--- config.mk ---
export PLATFORM = sky130hd
export DESIGN_NAME = mem_stage
export DESIGN_NICKNAME = d
export VERILOG_FILES = /design/src/rtl/pipeline_pkg.sv /design/src/rtl/mem_load_align.sv /design/src/rtl/mem_stage.sv
export SDC_FILE = /design/constraint.sdc
export NUM_CORES = 1
export LEC_CHECK = 0
export CAP_MARGIN = 40
export CORE_ASPECT_RATIO = 2
export CORE_UTILIZATION = 63
export CTS_CLUSTER_DIAMETER = 120
export CTS_CLUSTER_SIZE = 24
export DETAILED_ROUTE_END_ITERATION = 6
export DONT_BUFFER_PORTS = 1
export GPL_TIMING_DRIVEN = 0
export PLACE_DENSITY = 0.79
export SLEW_MARGIN = 20
export SYNTH_ARGS = -nofsm -noshare
export SYNTH_HDL_FRONTEND = slang
export SYNTH_HIERARCHICAL = 1
export SYNTH_SLANG_ARGS = --single-unit
export TNS_END_PERCENT = 50
--- constraint.sdc ---
create_clock -name clk -period 2.7 [get_ports clk]
set_input_delay 0.405 -clock clk [delete_from_list [all_inputs] [get_ports clk]]
set_output_delay 0.405 -clock clk [all_outputs]
set_load 0.05 [all_outputs]
--- src/rtl/pipeline_pkg.sv ---
// ============================================================================
// Module  : pipeline_pkg
// Brief   : Shared RV32I pipeline constants: load/store funct3 codes and
//           the data-memory access FSM state encoding.
// Revision: 1.0 - initial release
// ============================================================================
`default_nettype none

package pipeline_pkg;

  localparam logic [2:0] F3_LB  = 3'b000;
  localparam logic [2:0] F3_LH  = 3'b001;
  localparam logic [2:0] F3_LW  = 3'b010;
  localparam logic [2:0] F3_LBU = 3'b100;
  localparam logic [2:0] F3_LHU = 3'b101;
  localparam logic [2:0] F3_SB  = 3'b000;
  localparam logic [2:0] F3_SH  = 3'b001;
  localparam logic [2:0] F3_SW  = 3'b010;

  typedef enum logic [1:0] {
    MEM_IDLE = 2'd0,
    MEM_REQ  = 2'd1,
    MEM_RESP = 2'd2
  } mem_state_t;

endpackage

`default_nettype wire

--- src/rtl/mem_load_align.sv ---
// ============================================================================
// Module  : mem_load_align
// Brief   : Extracts the addressed byte/halfword from a load word and
//           sign- or zero-extends it according to funct3.
// Revision: 1.0 - initial release
// ============================================================================
`default_nettype none

module mem_load_align
  import pipeline_pkg::*;
(
  input  logic [2:0]  i_funct3,
  input  logic [1:0]  i_addr_lo,
  input  logic [31:0] i_rdata,
  output logic [31:0] o_data
);

  logic [7:0]  w_byte;
  logic [15:0] w_half;

  always_comb begin
    w_byte = i_rdata[7:0];
    case (i_addr_lo)
      2'd1:    w_byte = i_rdata[15:8];
      2'd2:    w_byte = i_rdata[23:16];
      2'd3:    w_byte = i_rdata[31:24];
      default: w_byte = i_rdata[7:0];
    endcase
    w_half = i_addr_lo[1] ? i_rdata[31:16] : i_rdata[15:0];
  end

  // Undefined funct3 codes fall through to a full-word load.
  always_comb begin
    o_data = i_rdata;
    case (i_funct3)
      F3_LB:   o_data = {{24{w_byte[7]}}, w_byte};
      F3_LBU:  o_data = {24'h0, w_byte};
      F3_LH:   o_data = {{16{w_half[15]}}, w_half};
      F3_LHU:  o_data = {16'h0, w_half};
      default: o_data = i_rdata;
    endcase
  end

endmodule

`default_nettype wire

--- src/rtl/mem_stage.sv ---
// ============================================================================
// Module  : mem_stage
// Brief   : RV32I MEM stage: data-memory req/gnt/rvalid access, lane steering,
//           load extension and MEM/WB register. Optional misaligned-access
//           trap is enabled by defining MEM_MISALIGN_TRAP_EN.
// Revision: 1.0 - initial release
// ============================================================================
`default_nettype none

module mem_stage
  import pipeline_pkg::*;
(
  input  logic        clk,
  input  logic        rst_,
  input  logic        ex_valid,
  input  logic [31:0] ex_alu,
  input  logic [31:0] ex_store_data,
  input  logic [4:0]  ex_rd_addr,
  input  logic [2:0]  ex_funct3,
  input  logic        ex_mem_read,
  input  logic        ex_mem_write,
  input  logic        ex_reg_write,
  input  logic        ex_mem_to_reg,
  output logic        mem_stall,
  output logic        dmem_req,
  output logic        dmem_we,
  output logic [31:0] dmem_addr,
  output logic [3:0]  dmem_be,
  output logic [31:0] dmem_wdata,
  input  logic        dmem_gnt,
  input  logic        dmem_rvalid,
  input  logic [31:0] dmem_rdata,
  output logic [31:0] mem_wb_alu,
  output logic [31:0] mem_wb_data,
  output logic [4:0]  wb_rd_addr,
  output logic        wb_reg_write,
  output logic        wb_mem_to_reg,
  output logic        mem_misalign
);

  logic        r_s_valid;
  logic [31:0] r_s_alu;
  logic [31:0] r_s_store_data;
  logic [4:0]  r_s_rd;
  logic [2:0]  r_s_funct3;
  logic        r_s_mem_read;
  logic        r_s_mem_write;
  logic        r_s_reg_write;
  logic        r_s_mem_to_reg;

  mem_state_t  r_state;
  mem_state_t  w_state_nxt;
  logic        w_complete;
  logic        w_req;
  logic        w_mem_op;
  logic        w_misalign;
  logic [3:0]  w_be;
  logic [31:0] w_wdata;
  logic [31:0] w_load_data;

  assign w_mem_op = r_s_mem_read | r_s_mem_write;

`ifdef MEM_MISALIGN_TRAP_EN
  // SH shares its funct3 with LH and SW with LW, so these cover stores too.
  assign w_misalign = r_s_valid && w_mem_op && (r_state == MEM_IDLE) &&
                      ((((r_s_funct3 == F3_LH) || (r_s_funct3 == F3_LHU)) && r_s_alu[0]) ||
                       ((r_s_funct3 == F3_LW) && (r_s_alu[1:0] != 2'b00)));
`else
  assign w_misalign = 1'b0;
`endif

  always_ff @(posedge clk or negedge rst_) begin
    if (!rst_) begin
      r_s_valid      <= 1'b0;
      r_s_alu        <= 32'h0;
      r_s_store_data <= 32'h0;
      r_s_rd         <= 5'h0;
      r_s_funct3     <= 3'h0;
      r_s_mem_read   <= 1'b0;
      r_s_mem_write  <= 1'b0;
      r_s_reg_write  <= 1'b0;
      r_s_mem_to_reg <= 1'b0;
    end else if (!mem_stall) begin
      r_s_valid      <= ex_valid;
      r_s_alu        <= ex_alu;
      r_s_store_data <= ex_store_data;
      r_s_rd         <= ex_rd_addr;
      r_s_funct3     <= ex_funct3;
      r_s_mem_read   <= ex_mem_read;
      r_s_mem_write  <= ex_mem_write;
      r_s_reg_write  <= ex_reg_write;
      r_s_mem_to_reg <= ex_mem_to_reg;
    end
  end

  always_ff @(posedge clk or negedge rst_) begin
    if (!rst_) r_state <= MEM_IDLE;
    else       r_state <= w_state_nxt;
  end

  always_comb begin
    w_state_nxt = r_state;
    w_req       = 1'b0;
    w_complete  = 1'b0;
    case (r_state)
      MEM_IDLE: begin
        if (r_s_valid) begin
          if (!w_mem_op || w_misalign) begin
            w_complete = 1'b1;
          end else begin
            w_req       = 1'b1;
            w_state_nxt = dmem_gnt ? MEM_RESP : MEM_REQ;
          end
        end
      end
      MEM_REQ: begin
        w_req = 1'b1;
        if (dmem_gnt) w_state_nxt = MEM_RESP;
      end
      MEM_RESP: begin
        if (dmem_rvalid) begin
          w_complete  = 1'b1;
          w_state_nxt = MEM_IDLE;
        end
      end
      default: w_state_nxt = MEM_IDLE;
    endcase
  end

  always_comb begin
    w_be    = 4'b1111;
    w_wdata = r_s_store_data;
    case (r_s_funct3[1:0])
      2'b00: begin
        w_be    = 4'b0001 << r_s_alu[1:0];
        w_wdata = {4{r_s_store_data[7:0]}};
      end
      2'b01: begin
        w_be    = 4'b0011 << {r_s_alu[1], 1'b0};
        w_wdata = {2{r_s_store_data[15:0]}};
      end
      default: begin
        w_be    = 4'b1111;
        w_wdata = r_s_store_data;
      end
    endcase
  end

  mem_load_align u_load_align (
    .i_funct3  (r_s_funct3),
    .i_addr_lo (r_s_alu[1:0]),
    .i_rdata   (dmem_rdata),
    .o_data    (w_load_data)
  );

  assign dmem_req     = w_req;
  assign dmem_we      = w_req & r_s_mem_write;
  assign dmem_addr    = w_req ? {r_s_alu[31:2], 2'b00} : 32'h0;
  assign dmem_be      = w_req ? w_be : 4'b0000;
  assign dmem_wdata   = w_req ? w_wdata : 32'h0;
  assign mem_stall    = r_s_valid & ~w_complete;
  assign mem_misalign = w_misalign;

  always_ff @(posedge clk or negedge rst_) begin
    if (!rst_) begin
      mem_wb_alu    <= 32'h0;
      mem_wb_data   <= 32'h0;
      wb_rd_addr    <= 5'h0;
      wb_reg_write  <= 1'b0;
      wb_mem_to_reg <= 1'b0;
    end else if (w_complete) begin
      mem_wb_alu    <= r_s_alu;
      mem_wb_data   <= r_s_mem_read ? w_load_data : 32'h0;
      wb_rd_addr    <= r_s_rd;
      wb_reg_write  <= r_s_reg_write & ~w_misalign;
      wb_mem_to_reg <= r_s_mem_to_reg;
    end else begin
      wb_reg_write  <= 1'b0;
    end
  end

endmodule

`default_nettype wire

==> impl_results.md, run 1 <==
- RSZ-0062 raised after global routing: no
- Core ar.: 0.0109 mm^2
- Share of Yosys cell area claimed by the top area cell type: 0.535
- Share of post-route cells with drive strength above 1: 0.321
- Final Max Slew Viols: 0
- Area growth syn-to-layout: 14.0%
- Die footprint: 0.0116 mm^2
- Ranking of synthesized cells by area: dfrtp_1, mux2_2, a22o_1, and2_1, nand2_1
- CTS tree: built
- CTS clock-pin slew for the worst setup and hold paths: 70 ps
- Max Freq: 0.378 GHz
- Hold crit path type: input port to asynchronous set/reset pin
- Setup Crit Path Kind: flop to output pin
- Largest net degree at the start of global routing: 151
- Gr usage total: 0.300
- Synth area leader: dfrtp_1
- Nature of the critical path startpoint: flop
- Die Width: 76.6 um
- Cells after Synth: 582
- Register area share after synthesis: 0.535
- GP Congestion: 0.923
- # rows: 54
- RR Endpoint: mem_wb_data[15]
- Filler cell count: 747
- Vias: 4824
- Drc violations: 0
- Synthesized area: 0.00701 mm^2
- Part of the cycle the worst path needs: 0.981
- EDFF count, synth: 0
- Final hold violation count: 150
- YS warnings: 6
- DRT antenna net count: 0
- Worst-Margin Slew: 752 ps
- Final min period: 2650 ps
- # IOs: 256
- R2R depth: 5
- Setup Buffers After CTS: 0
- Avg Inst Size Synth: 12.1 um^2
- Via density per instance: 6.17
- CTS root buf: clkbuf_16
- Post-route setup TNS: 0 ps
- # diodes: 0
- Critical Path Fanout Max: 10
- Post-synth ARST share: 1.00
- Port buffer count: 0
- Global-route wire length before repair: 26200 um
- Setup Viol. Count Final: 0
- Worst hold slack: -320 ps
- CP arrival: 2240 ps
- Reg2reg setup slack: 470 ps
- CTS buffer count: 17
- Status: finished with violations
- Top_reg_cell synth: dfrtp_1
- DRT Pass-1 Iters: 4
- H-tree Lvls: 4
- Failing checks: hold timing
- Max-Cap Viols: 0
- Clock latency on the worst-skew pair: 420 ps
- CP Data Required Time: 2300 ps
- Routed wire per std cell: 22.0 um
- Worst setup EP type: output pin
- Initial Util: 0.645
- Clock sink count: 150
- Distinct cells, synth: 37
- Reg2Reg Launch Point: r_s_alu[1]
- Vias in the first global route: 5070
- DRT iter0 DRCs: 297
- Final Net Count: 742
- Placed wire-length estimate: 12900 um
- Initial antenna violation count: 0
- Clock Path Buffers: 2
- Post-Route WL: 17200 um
- GRT overflow: 0
- Clock Skews: 9.24 ps
- #FFs+latches synth: 150
- Die Height: 151 um
- Relative slew slack: 0.498
[critical path, cell delays in order (launching register included)]
cell and delay [ps]:
dfrtp_1 480, buf_2 250, nor2_1 500, nand2_1 120
a21oi_1 230, buf_4 250
[cell type report]
cell class	count	area, um^2	area share
well taps	140	175	0.0219
repair buffers	26	203	0.0253
plain buffers	44	246	0.0308
flip-flops and latches	150	3750	0.469
clock inverters	14	138	0.0172
inverters	9	36.3	0.00454
clock buffers	18	439	0.0549
multi-input cells	381	3010	0.376
[kinds of logic after synthesis]
group	after synthesis	synth area share
DFF	150	0.535
and+or+nand+nor	134	0.0970
muxes	132	0.212
AOI/OAI and AO/OA	112	0.116
buffers and inverters	53	0.0398
other	1	0.000535
[placed cells by master, fill, tap and decap left out, types with 4 or more instances in the layout]
| master | Yosys | final |
|---|---|---|
| a21o_1 | 18 | 18 |
| a21oi_1 | 22 | 22 |
| a221o_1 | 8 | 8 |
| a22o_1 | 32 | 32 |
| a22oi_1 | 7 | 7 |
| and2_1 | 40 | 34 |
| and2_2 | 0 | 6 |
| buf_2 | 5 | 7 |
| buf_4 | 3 | 27 |
| buf_6 | 8 | 10 |
| clkbuf_1 | 26 | 25 |
| clkbuf_16 | 0 | 17 |
| dfrtp_1 | 150 | 150 |
| inv_1 | 7 | 7 |
| inv_6 | 0 | 4 |
| inv_8 | 0 | 4 |
| mux2_1 | 9 | 9 |
| mux2_2 | 113 | 113 |
| mux2i_1 | 9 | 9 |
| nand2_1 | 59 | 59 |
| nand2b_1 | 9 | 9 |
| nor2_1 | 16 | 12 |
| nor2_2 | 0 | 4 |
| o21ai_0 | 11 | 11 |
| o21ai_1 | 9 | 9 |
[metal layers]
layer	track usage	up-vias	part of all wire
li1	-	2151	-
met2	0.538	247	0.54
met3	0.0898	65	0.075
met4	0.210	0	0.055
met5	0	-	0
met1	0.291	2361	0.33
[timing repair]
item	CTS	global route
gates resized for setup	12	2
cloned	0	0
endpoints found under the hold margin	150	150
endpoints found under the setup margin	19	5
[per-stage QoR]
stage / cell area, um^2 / cells / setup slack [ps] / util
finish: 8000 / 782 / 52.5 / 0.735
floorplan: 7020 / 584 / 379 / -
detailed placement: 7400 / 750 / 250 / 0.680
global placement: 7200 / 724 / 5.33 / 0.662
CTS: 8000 / 782 / 65.5 / 0.735
global route: 8000 / 782 / 6.70 / 0.735
[worst max-delay path by stage]
stage	startpoint	end	slack, ps	cells past startpoint
after global routing	r_s_mem_read	dmem_addr[16]	7	5
after detailed placement	r_s_mem_write	dmem_wdata[16]	250	5
after CTS	r_s_mem_write	dmem_wdata[17]	70	6
final	r_s_funct3[0]	dmem_wdata[9]	50	5
after floorplan	r_s_funct3[0]	dmem_be[1]	380	4
after global placement	r_s_funct3[0]	dmem_wdata[15]	5	4
[Yosys cell counts, types with 9 or more instances]
cell,count
dfrtp_1,150
mux2_2,113
nand2_1,59
and2_1,40
a22o_1,32
clkbuf_1,26
a21oi_1,22
a21o_1,18
nor2_1,16
o21ai_0,11
mux2_1,9
mux2i_1,9
nand2b_1,9
o21ai_1,9
Power of run 1 is not shown: default switching activity piles up to over one toggle a cycle in this logic, so the estimate is an artifact.
==> inputs of run 2 (changes only) <==
--- a/config.mk
+++ b/config.mk
@@ -6,14 +6,16 @@
 export NUM_CORES = 1
 export LEC_CHECK = 0
 export CAP_MARGIN = 40
+export CELL_PAD_IN_SITES_DETAIL_PLACEMENT = 1
+export CELL_PAD_IN_SITES_GLOBAL_PLACEMENT = 2
 export CORE_ASPECT_RATIO = 2
-export CORE_UTILIZATION = 63
+export CORE_UTILIZATION = 40
 export CTS_CLUSTER_DIAMETER = 120
 export CTS_CLUSTER_SIZE = 24
 export DETAILED_ROUTE_END_ITERATION = 6
 export DONT_BUFFER_PORTS = 1
 export GPL_TIMING_DRIVEN = 0
-export PLACE_DENSITY = 0.79
+export PLACE_DENSITY_LB_ADDON = 0.1
 export SLEW_MARGIN = 20
 export SYNTH_ARGS = -nofsm -noshare
 export SYNTH_HDL_FRONTEND = slang
==> run 2 against run 1 <==
The flow still finishes with violations (hold timing). Setup slack better by 14 ps. Highest routed layer is now met5. Fmax up 0.53%. Critical path depth unchanged. Hold slack worse by 1.9 ps. Core utilization down 26 points. Final area up 2.6%. First-iteration DRC count down 48%. Cell count up 9.3%. Critical endpoint is now dmem_wdata[10]. Sequential cell count unchanged.
==> impl_results.md, run 2 (synthesized netlist as in run 1, its figures left out) <==
- Die footprint: 0.0181 mm^2 (+56%)
- Max Freq: 0.380 GHz (+0.53%)
- CTS root buf: clkbuf_16
- Core ar.: 0.0172 mm^2 (+58%)
- Worst slack after detailed placement: 173 ps (-76.9 ps)
- RSZ-0062 raised after global routing: yes
- Area growth syn-to-layout: 16.9%
- Max-Cap Viols: 0 (unchanged)
- # IOs: 256 (unchanged)
- Post-Route WL: 21000 um (+22%)
- Nature of the critical path startpoint: flop
- Critical Path Fanout Max: 10 (unchanged)
- GRT overflow: 0 (unchanged)
- Worst hold slack: -322 ps (-1.85 ps)
- R2R depth: 6 (+1)
- Setup Crit Path Kind: flop to output pin
- Final min period: 2630 ps (-13.9 ps)
- Reg2reg setup slack: 360 ps (-110 ps)
- Setup Viol. Count Final: 0 (unchanged)
- Most frequent cells in the layout: dfrtp_1, mux2_2, nand2_1
- Post-route setup TNS: 0 ps (unchanged)
- Initial Util: 0.408 (-0.237)
- CP max stage delay: 490 ps (about the same)
- GP Congestion: 0.850 (-8.0%)
- Post-DP Area: 0.00749 mm^2 (+1.2%)
- # rows: 68 (+26%)
- Share of post-route cells with drive strength above 1: 0.365 (+0.0446)
- Part of the cycle the worst path needs: 0.975 (-0.00516)
- Worst-Margin Slew: 735 ps (-17.0 ps)
- Die Width: 95.6 um (+25%)
- Design area: 0.00820 mm^2 (+2.6%)
- DRT iter0 DRCs: 155 (-48%)
- Routed wire per std cell: 24.5 um (+11%)
- Status: finished with violations
- CTS buffer count: 17 (unchanged)
- Placed wire-length estimate: 15900 um (+23%)
- Sequential standard cell area: 0.00375 mm^2 (unchanged)
- Clock sink count: 150 (unchanged)
- Vias in the first global route: 5471 (+7.9%)
- Final hold violation count: 150 (unchanged)
- Vias: 4824 (unchanged)
- Slowest cell on crit path: dfrtp_1
- Crit path cell chain: buf_2 -> nor2_1 -> nand2_1 -> a21oi_1 -> buf_4
- CTS clock-pin slew for the worst setup and hold paths: 60 ps (about the same)
- Initial antenna violation count: 3 (+3)
- Relative slew slack: 0.510 (+0.0113)
- Gr usage total: 0.240 (-0.0602)
- Util after Layout: 0.477 (-0.258)
- CTS tree: built
- Largest net degree at the start of global routing: 151 (unchanged)
- Clock latency on the worst-skew pair: 420 ps (about the same)
- Via density per instance: 5.64 (-8.5%)
- Setup slack after layout: 66.4 ps (+13.9 ps)
- H-tree Lvls: 4 (unchanged)
- DRT Pass-1 Iters: 4 (unchanged)
- CP arrival: 2230 ps (about the same)
- Final Max Slew Viols: 0 (unchanged)
- Clock Path Buffers: 2 (unchanged)
- Drc violations: 0 (unchanged)
- Die Height: 189 um (+25%)
- Failing checks: hold timing
- Filler cell count: 1787 (+140%)
- Final Net Count: 743 (+0.13%)
- Commonest non-fill, non-tap cell in the layout: dfrtp_1
- DRT antenna net count: 0 (unchanged)
- Port buffer count: 0 (unchanged)
- CP Data Required Time: 2300 ps (about the same)
- Worst setup EP type: output pin
- Global-route wire length before repair: 31400 um (+20%)
- Clock Skews: 7.35 ps (-1.88 ps)
- Multi-input gate area: 0.00304 mm^2 (+1.1%)
- Hold crit path type: input port to asynchronous set/reset pin
[run 2: layout make-up]
cell class	count	share of cell area
Antenna cell	2	0.000610
Tap cell	210	0.0320
Sequential cell	150	0.458
Timing Repair Buffer	27	0.0252
Clock inverter	11	0.0241
Inverter	9	0.00442
Buffer	44	0.0305
Clock buffer	21	0.0549
Multi-Input combinational cell	381	0.371
[run 2: final timing paths]
kind | to | from
hold / removal | mem_wb_data[19] | rst_
setup / recovery | dmem_wdata[10] | r_s_funct3[0]
min in group clk | r_state[0] | dmem_gnt
max in group asynchronous | r_s_store_data[16] | rst_
hold reg to reg | r_s_store_data[21] | r_s_store_data[21]
setup reg to reg | mem_wb_data[6] | r_s_alu[0]
[run 2: timing repair]
action                                 CTS  global route
setup endpoints to repair               54            18
endpoints found under the hold margin  150           150
resized for setup                       33            12
pin swaps                                0             0
setup buffers                            0             0
[run 2: metrics by stage]
stage / std cells / hold WS (ps)
2_1_floorplan: 584 / 109
3_5_place_dp: 821 / 113
6_report: 855 / -322
5_1_grt: 855 / -352
4_1_cts: 853 / -347
3_3_place_gp: 794 / 112
[run 2: metal layers]
| layer | part of all wire | vias up | track usage | routed length (um) |
|---|---|---|---|---|
| met4 | 0.043 | 2 | 0.121 | 893 |
| met3 | 0.057 | 47 | 0.0655 | 1200 |
| met1 | 0.32 | 2457 | 0.224 | 6710 |
| li1 | - | 2145 | - | - |
| met2 | 0.58 | 173 | 0.454 | 12200 |
| met5 | 0.00057 | - | 0 | 12 |
[run 2: critical path: cells and delay by family, from the launching register on]
family	cells	cell delay, ps
compound gates	1	250
flops	1	490
simple gates	2	560
buf+inv	2	500
Power of run 2 is left out for the same reason.
